<file path="src/rtl/pipe_hazard_ctrl.sv">
`default_nettype none
// ============================================================================
// Module   : pipe_hazard_ctrl
// Purpose  : Stall/flush/bubble sequencing for the five-stage pipeline buffers,
//            plus the interrupt entry FSM (enabled by PIPE_HAZARD_CTRL_INT_EN).
// Revision : 1.0  initial release
// ============================================================================
module pipe_hazard_ctrl #(
  parameter int DRAIN_CYCLES = 3,
  parameter int INT_CYCLES   = 2
) (
  input  logic       clk,
  input  logic       rst,
  input  logic       i_int,
  input  logic [2:0] i_dec_Rsrc1,
  input  logic [2:0] i_dec_Rsrc2,
  input  logic       i_dec_use1,
  input  logic       i_dec_use2,
  input  logic       i_ex_mem_read,
  input  logic [2:0] i_ex_Rdst,
  input  logic       i_branch_taken,
  input  logic       i_mem_busy,
  output logic       o_pc_en,
  output logic       o_fd_en,
  output logic       o_da_en,
  output logic       o_am_en,
  output logic       o_mw_en,
  output logic       o_fd_bubble,
  output logic       o_da_bubble,
  output logic       o_int_inject,
  output logic [1:0] o_int_step,
  output logic       o_int_vec,
  output logic       o_busy
);

  typedef enum logic [1:0] {
    S_RUN   = 2'd0,
    S_DRAIN = 2'd1,
    S_PUSH  = 2'd2,
    S_VEC   = 2'd3
  } state_t;

  localparam logic [2:0] C_DRAIN_LAST = 3'(DRAIN_CYCLES - 1);
  localparam logic [2:0] C_PUSH_LAST  = 3'(INT_CYCLES - 1);

  state_t     r_state, w_state_nxt;
  logic [2:0] r_cnt, w_cnt_nxt;
  logic       r_pending, w_pending_nxt;
  logic       r_int_low;
  logic       w_int_rise, w_int_req, w_load_use;
  logic       w_pc_en, w_fd_en, w_da_en, w_am_en, w_mw_en;
  logic       w_fd_bubble, w_da_bubble, w_inject, w_vec;

  // r_int_low resets to 0, so a level held high through reset is not an edge
`ifdef PIPE_HAZARD_CTRL_INT_EN
  assign w_int_rise = i_int & r_int_low;
`else
  assign w_int_rise = 1'b0;
`endif

  assign w_int_req  = r_pending | w_int_rise;
  assign w_load_use = i_ex_mem_read &&
                      ((i_dec_use1 && (i_dec_Rsrc1 == i_ex_Rdst)) ||
                       (i_dec_use2 && (i_dec_Rsrc2 == i_ex_Rdst)));

  always_ff @(posedge clk or negedge rst) begin
    if (!rst) begin
      r_state   <= S_RUN;
      r_cnt     <= 3'd0;
      r_pending <= 1'b0;
      r_int_low <= 1'b0;
    end else begin
      r_state   <= w_state_nxt;
      r_cnt     <= w_cnt_nxt;
      r_pending <= w_pending_nxt;
      r_int_low <= ~i_int;
    end
  end

  always_comb begin
    w_state_nxt   = r_state;
    w_cnt_nxt     = r_cnt;
    w_pending_nxt = r_pending | w_int_rise;
    w_pc_en       = 1'b1;
    w_fd_en       = 1'b1;
    w_da_en       = 1'b1;
    w_am_en       = 1'b1;
    w_mw_en       = 1'b1;
    w_fd_bubble   = 1'b0;
    w_da_bubble   = 1'b0;
    w_inject      = (r_state == S_PUSH);
    w_vec         = (r_state == S_VEC);
    if (i_mem_busy) begin
      w_pc_en = 1'b0;
      w_fd_en = 1'b0;
      w_da_en = 1'b0;
      w_am_en = 1'b0;
      w_mw_en = 1'b0;
    end else begin
      case (r_state)
        S_RUN: begin
          if (i_branch_taken) begin
            w_fd_bubble = 1'b1;
            w_da_bubble = 1'b1;
          end else if (w_int_req) begin
            w_state_nxt   = S_DRAIN;
            w_cnt_nxt     = 3'd0;
            w_pending_nxt = 1'b0;
          end else if (w_load_use) begin
            w_pc_en     = 1'b0;
            w_fd_en     = 1'b0;
            w_da_bubble = 1'b1;
          end
        end
        S_DRAIN: begin
          w_fd_bubble = 1'b1;
          // Branch target becomes the saved PC, so draining starts over
          if (i_branch_taken) begin
            w_da_bubble = 1'b1;
            w_cnt_nxt   = 3'd0;
          end else begin
            w_pc_en = 1'b0;
            if (r_cnt == C_DRAIN_LAST) begin
              w_state_nxt = S_PUSH;
              w_cnt_nxt   = 3'd0;
            end else begin
              w_cnt_nxt = r_cnt + 3'd1;
            end
          end
        end
        S_PUSH: begin
          w_pc_en = 1'b0;
          if (r_cnt == C_PUSH_LAST) begin
            w_state_nxt = S_VEC;
            w_cnt_nxt   = 3'd0;
          end else begin
            w_cnt_nxt = r_cnt + 3'd1;
          end
        end
        S_VEC: begin
          w_fd_bubble = 1'b1;
          w_state_nxt = S_RUN;
        end
        default: w_state_nxt = S_RUN;
      endcase
    end
  end

  assign o_pc_en     = rst & w_pc_en;
  assign o_fd_en     = rst & w_fd_en;
  assign o_da_en     = rst & w_da_en;
  assign o_am_en     = rst & w_am_en;
  assign o_mw_en     = rst & w_mw_en;
  assign o_fd_bubble = ~rst | w_fd_bubble;
  assign o_da_bubble = ~rst | w_da_bubble;

`ifdef PIPE_HAZARD_CTRL_INT_EN
  assign o_int_inject = rst & w_inject;
  assign o_int_step   = (rst && w_inject) ? r_cnt[1:0] : 2'd0;
  assign o_int_vec    = rst & w_vec;
  assign o_busy       = rst & (r_state != S_RUN);
`else
  logic w_unused;
  assign w_unused     = ^{r_int_low, w_inject, w_vec, r_cnt};
  assign o_int_inject = 1'b0;
  assign o_int_step   = 2'd0;
  assign o_int_vec    = 1'b0;
  assign o_busy       = 1'b0;
`endif

endmodule
`default_nettype wire

</file>
<file path="config.mk">
export PLATFORM = sky130hd
export DESIGN_NAME = pipe_hazard_ctrl
export DESIGN_NICKNAME = d
export VERILOG_FILES = /design/src/rtl/pipe_hazard_ctrl.sv
export SDC_FILE = /design/constraint.sdc
export NUM_CORES = 1
export LEC_CHECK = 0
export CAP_MARGIN = 10
export CORE_MARGIN = 5
export CORE_UTILIZATION = 41
export CTS_BUF_LIST = sky130_fd_sc_hd__clkbuf_8
export DETAILED_ROUTE_END_ITERATION = 10
export PLACE_DENSITY = 0.79
export RECOVER_POWER = 25
export SYNTH_ARGS = -nofsm -noshare
export SYNTH_HDL_FRONTEND = slang
export SYNTH_SLANG_ARGS = --single-unit
</file>
<file path="constraint.sdc">
create_clock -name clk -period 2.5 [get_ports clk]
set_clock_uncertainty 0.1 [all_clocks]
set_input_delay 0.625 -clock clk [delete_from_list [all_inputs] [get_ports clk]]
set_output_delay 0.625 -clock clk [all_outputs]
set_load 0.1 [all_outputs]
</file>
==> out/results.ini, run 1 <==
[floorplan]
initial_core_util_pct=44.3
die_x_um=47.7
fp.dieArea_um2=2280
rows=13
core_area_um2=1320
die_y_um=47.7
ioPinCount=29

[placement]
portBuffers=22
dpl-instance-area_um2=950
dp_hpwl_um=1280
dp_cells=112
gp_congestion=0.834

[clock_network]
cts_sinks=5
cts_max_path_buffers=2
cts_made_buffers=3
cts_max_level=1
clkTransAtPathRegs_ps=40
clock-root-buffer=clkbuf_8
cts_tree=yes
post-cts-setup-buffers=0
clk_latency_ps=220

[worst_setup_path]
cp.arrival_ps=1740
required_ps=1770
critical_path.cell_chain=clkdlybuf4s50_1, a21boi_1, buf_4, a31oi_2, buf_12
cpLargestDelayFamily=buffers and inverters
start_kind=input pin
end_kind=primary output
reg2regPathDepth=4
crit_buf_inv=3
critical_path_depth=5
cp_max_fo=3
slowest_delay_ps=390
critPathKind=in2out
cp_slowest_cell=clkdlybuf4s50_1

[cells_and_area]
final_area_um2=1010
multiInputGateArea_um2=479
instances_no_fill=116
syn_to_final_growth_pct=73.6
seqCellArea_um2=125
num-nets-final=123
antenna_cells=0
drive_gt1_share_pct=42.6
num-fill-cells=73

[timing]
final.setup.tns_ps=0
period_needed_ps=2460
maxSlewViolCount=0
timing.hold.ws_ps=424
rsz0062_at_grt=true
finalSetupViolations=0
hold_viol_final=0
fmax_mhz=406
period_share_pct=98.6

[synth]
synthTopCellsByArea=dfrtp_1 21%, buf_4 9.0%, xnor2_1 9.0%
synth_top_area_share_pct=21.5
synth_cells=70
synth_seq_cells=5
syn_avg_cell_area_um2=8.33
ys_types=29
synth_async_sr_flop_share_pct=100
ys_seq_area_share_pct=21.5
yosysTopAreaCell=dfrtp_1
synth.cell_area_um2=583
yosysWarningCount=0
synthFlopType=dfrtp_1
synth_edf_count=0

[detailed_routing]
drtPass1Iterations=4
wl_um=1640
viasPerCell=5.11
dr_total_vias=593
drc=0
initialDrtViolationCount=8
routedWlPerCell_um=14.1
ant_nets=0

[power_and_ir_drop]
power_density_nw_per_um2=930
p_total_mw=0.941
vdd_drop_max_mv=0.995
p_leak_nw=0.456

[grt]
grt_max_degree=8
antenna_found_initial=0
grt_use_total_pct=16.1
grt_pass1_wl_um=2540
grt-ovfl-total=0
grt_pass1_vias=600

[outcome]
status=finished clean

[job]
drv_cap=0

[worst_hold_path]
hold_class=in2async

-- path summary, 6_finish.rpt --
kind / start / to / slack (ps)
worst max-delay path: i_ex_mem_read / o_fd_en / 40
worst min-delay path: rst / r_cnt[2] / 420
worst max register to register: r_cnt[0] / r_state[0] / 660
worst min register to register: r_cnt[2] / r_cnt[2] / 460
max in group asynchronous: rst / r_state[0] / 1760
min in group clk: r_cnt[2] / r_cnt[2] / 460
-- through the flow --
step                setup WS (ps)  util, %
floorplan                    -268        -
global placement             -291     72.1
detailed placement           -329     72.1
CTS                         0.519     77.5
global route                -9.29     76.8
finish                       36.0     76.8
-- repair_timing --
item | in CTS | in global routing
resized for setup | 28 | 13
hold endpoints to repair | 0 | 0
hold buffers | 0 | 0
setup endpoints to repair | 6 | 2
pin swaps | 12 | 10
gates cloned | 0 | 0
-- cells in the mapped netlist, types with 2 or more instances --
library cell / count
o31ai_1: 2
o21ai_0: 4
or2_2: 2
nand2_1: 7
nand3_1: 2
nor2_1: 2
xnor2_1: 6
inv_1: 6
nand2b_1: 3
dfrtp_1: 5
a21oi_1: 3
ha_1: 4
nand4_1: 2
buf_4: 7
-- cells by family (layout without fill, tap and decap cells) --
family	count (synthesis)	count (layout)	synth area share, %
buffers and inverters	13	40	12.9
adder cells (fa/ha/maj)	4	4	8.58
multiplexers	2	2	4.29
AND/OR/NAND/NOR	22	22	20.0
XOR/XNOR	6	6	9.01
flip-flops	5	5	21.5
other	1	5	0.643
AO/OA/AOI/OAI	17	17	23.2
-- layout make-up --
cell class	instances	area share, %
inverters	6	2.60
multi-input cells	56	47.3
clock inverters	1	0.371
clock buffers	3	4.08
well taps	15	1.85
flip-flops and latches	5	12.4
repair buffers	30	31.4
-- report_power, final --
group | internal, mW | switching, mW | leakage, nW
clock network | 0.105 | 0.0393 | 0.0269
registers | 0.121 | 0.0445 | 0.0563
logic | 0.258 | 0.374 | 0.372
total | 0.484 | 0.458 | 0.456
-- metal layers --
metal,vias to the layer above,wire (µm),GRT usage [%]
li1,296,-,-
met5,-,0,0
met1,264,599,16.4
met2,31,806,29.0
met4,0,10,2.69
met3,2,221,9.02
-- registers in the layout, summed over array words and instances (netlist names) --
signal and flops:
r_cnt 3, r_state 2
-- placed cells by master (no fill, tap or decap), types with 2 or more instances in the layout --
cell / count
dlygate4sd2_1: 5
conb_1: 5
a21oi_1: 2
nand3_1: 2
nand4_1: 2
o21ai_0: 3
or2_2: 2
buf_12: 7
xnor2_1: 4
nand2b_1: 2
clkbuf_8: 3
inv_1: 5
ha_1: 3
nand2_1: 6
clkbuf_2: 6
buf_4: 7
nor2_1: 2
xnor2_2: 2
dfrtp_1: 5
clkdlybuf4s15_1: 3
-- worst reg2reg max path, stage by stage, from the launching register on --
cell and delay [ps]:
dfrtp_1 420, nand2b_1 200, o31a_1 280, a2111oi_4 390, mux2_4 340
(Power assumes the default switching activity.)
==> inputs of run 2 (changes only) <==
Settings changed: GPL_TIMING_DRIVEN from default to 0.
==> run 2 against run 1 <==
Against the previous run: routed wire length down 7.0%; combinational power down 5.7%; first-iteration DRC count shrank 13%; die area unchanged; highest routed layer unchanged; utilization shrank 5.1 points; largest power group unchanged; clock power barely moved; cell area fell by 6.7%; maximum frequency rose by 2.8%.
==> out/results.ini, run 2 (synthesis gave the netlist of run 1 again) <==
[clock_network]
cts_max_level=1  ; unchanged
clock-root-buffer=clkbuf_8
cts_made_buffers=3  ; unchanged
ctsHoldBuffers=0  ; unchanged
cts_sinks=5  ; unchanged
cts_max_path_buffers=2  ; unchanged
cts_tree=yes
clk_latency_ps=220  ; about the same
clkTransAtPathRegs_ps=40  ; about the same

[cells_and_area]
syn_to_final_growth_pct=62.0
largest_reg_flops=3  ; unchanged
postLayoutCoreUtil_pct=71.7  ; -5.1 points
final_area_um2=945  ; -6.7%
num-nets-final=124  ; +0.81%
final_common_cell=buf_4
reg_top3=r_cnt (3), r_state (2)
regMostFlops=r_cnt
instances_no_fill=117  ; +0.86%
drive_gt1_share_pct=43.1  ; +0.56 points
layout_common_cells=13 x buf_4, 7 x nand2_1, 6 x inv_1, 6 x clkbuf_2
antenna_cells=0  ; unchanged

[worst_setup_path]
reg2regPathDepth=4  ; unchanged
required_ps=1770  ; about the same
critPathKind=in2out
cp.arrival_ps=1670  ; -70 ps
start_kind=input pin
end_kind=primary output
cp_max_fo=3  ; unchanged

[floorplan]
initial_core_util_pct=44.3  ; unchanged
rows=13  ; unchanged
ioPinCount=29  ; unchanged
die_y_um=47.7  ; unchanged
fp.dieArea_um2=2280  ; unchanged
die_x_um=47.7  ; unchanged
core_area_um2=1320  ; unchanged

[detailed_routing]
ant_nets=0  ; unchanged
dr_total_vias=593  ; unchanged
routedWlPerCell_um=13.0  ; -7.8%
drtPass1Iterations=4  ; unchanged
viasPerCell=5.07  ; -0.85%
initialDrtViolationCount=7  ; -1
wl_um=1520  ; -7.0%
drc=0  ; unchanged

[power_and_ir_drop]
switchingPower_mw=0.444  ; -3.1%
swShare_pct=48.8  ; +0.13 points
seqPwrFrac_pct=18.3  ; +0.7 points
p_int_mw=0.466  ; -3.6%
clkPwrFrac_pct=16.1  ; +0.7 points
comb_power_share_pct=65.5  ; -1.6 points
vdd_drop_max_mv=0.561  ; -44%
p_total_mw=0.910  ; -3.4%
p_leak_nw=0.437  ; -4.0%
power_density_nw_per_um2=963  ; +3.6%

[grt]
grt_use_total_pct=16.2  ; +0.11 points
antenna_found_initial=0  ; unchanged
grt_pass1_vias=611  ; +1.8%
grt-ovfl-total=0  ; unchanged
grt_pass1_wl_um=2480  ; -2.2%
grt_max_degree=9  ; +1

[placement]
dp_hpwl_um=1200  ; -6.1%
gp_congestion=0.787  ; -5.7%
dp_cells=111  ; -0.89%
portBuffers=22  ; unchanged
dpl-instance-area_um2=872  ; -8.2%

[job]
drv_cap=0  ; unchanged

[timing]
fmax_mhz=417  ; +2.8%
finalSetupViolations=0  ; unchanged
maxSlewViolCount=0  ; unchanged
hold_viol_final=0  ; unchanged
period_share_pct=95.9  ; -2.7 points
period_needed_ps=2400  ; -66.7 ps
rsz0062_at_grt=false

[outcome]
status=finished clean

[worst_hold_path]
hold_class=in2async

==> run 2: cell type report <==
cell class | instances | area (µm²)
Tap cell | 15 | 18.8
Timing Repair Buffer | 24 | 210
Buffer | 7 | 52.6
Clock inverter | 1 | 3.75
Multi-Input combinational cell | 56 | 467
Clock buffer | 3 | 41.3
Sequential cell | 5 | 125
Fill cell | 100 | 373
Inverter | 6 | 26.3
==> run 2: routing by layer <==
layer,global-route usage [%],wire [µm]
met5,0,0
met3,3.76,150
met1,16.7,606
met4,9.68,37
met2,29.3,728
==> run 2: worst paths after layout <==
check | to | start | slack, ps
setup reg to reg | r_state[0] | r_cnt[0] | 670
max in group asynchronous | r_cnt[0] | rst | 1830
hold / removal | r_state[1] | rst | 260
hold reg to reg | r_cnt[0] | r_cnt[0] | 470
setup / recovery | o_da_bubble | i_dec_Rsrc2[2] | 100
min in group clk | r_cnt[0] | r_cnt[0] | 470
==> run 2: repair_timing <==
action | CTS | global route
resized for setup | 72 | 17
setup buffers | 2 | 0
hold endpoints to repair | 0 | 0
endpoints found under the setup margin | 7 | 4
pin swaps | 10 | 10
==> run 2: worst max-delay path, cell delays in order <==
cell and delay [ps]:
clkdlybuf4s15_1 180, xnor2_1 150, nand4_1 130, a21boi_2 200, a31o_2 210, buf_12 170
==> run 2: power by group through the flow <==
stage                     combinational, mW  sequential (mW)  clock [mW]
after floorplan                       0.459            0.154           0
after global placement                0.553            0.165           0
after detailed placement              0.568            0.166           0
after CTS                             0.593            0.166       0.149
after global routing                  0.649            0.176       0.155
final                                 0.596            0.167       0.147
==> run 2: through the flow <==
step | TNS [ps] | hold WS [ps] | setup WS (ps)
after CTS | 0 | 250 | 12.5
after floorplan | -555 | 229 | -268
after global placement | -8410 | 454 | -1500
final | 0 | 259 | 103
after global routing | 0 | 270 | 2.63
after detailed placement | -8570 | 461 | -1540
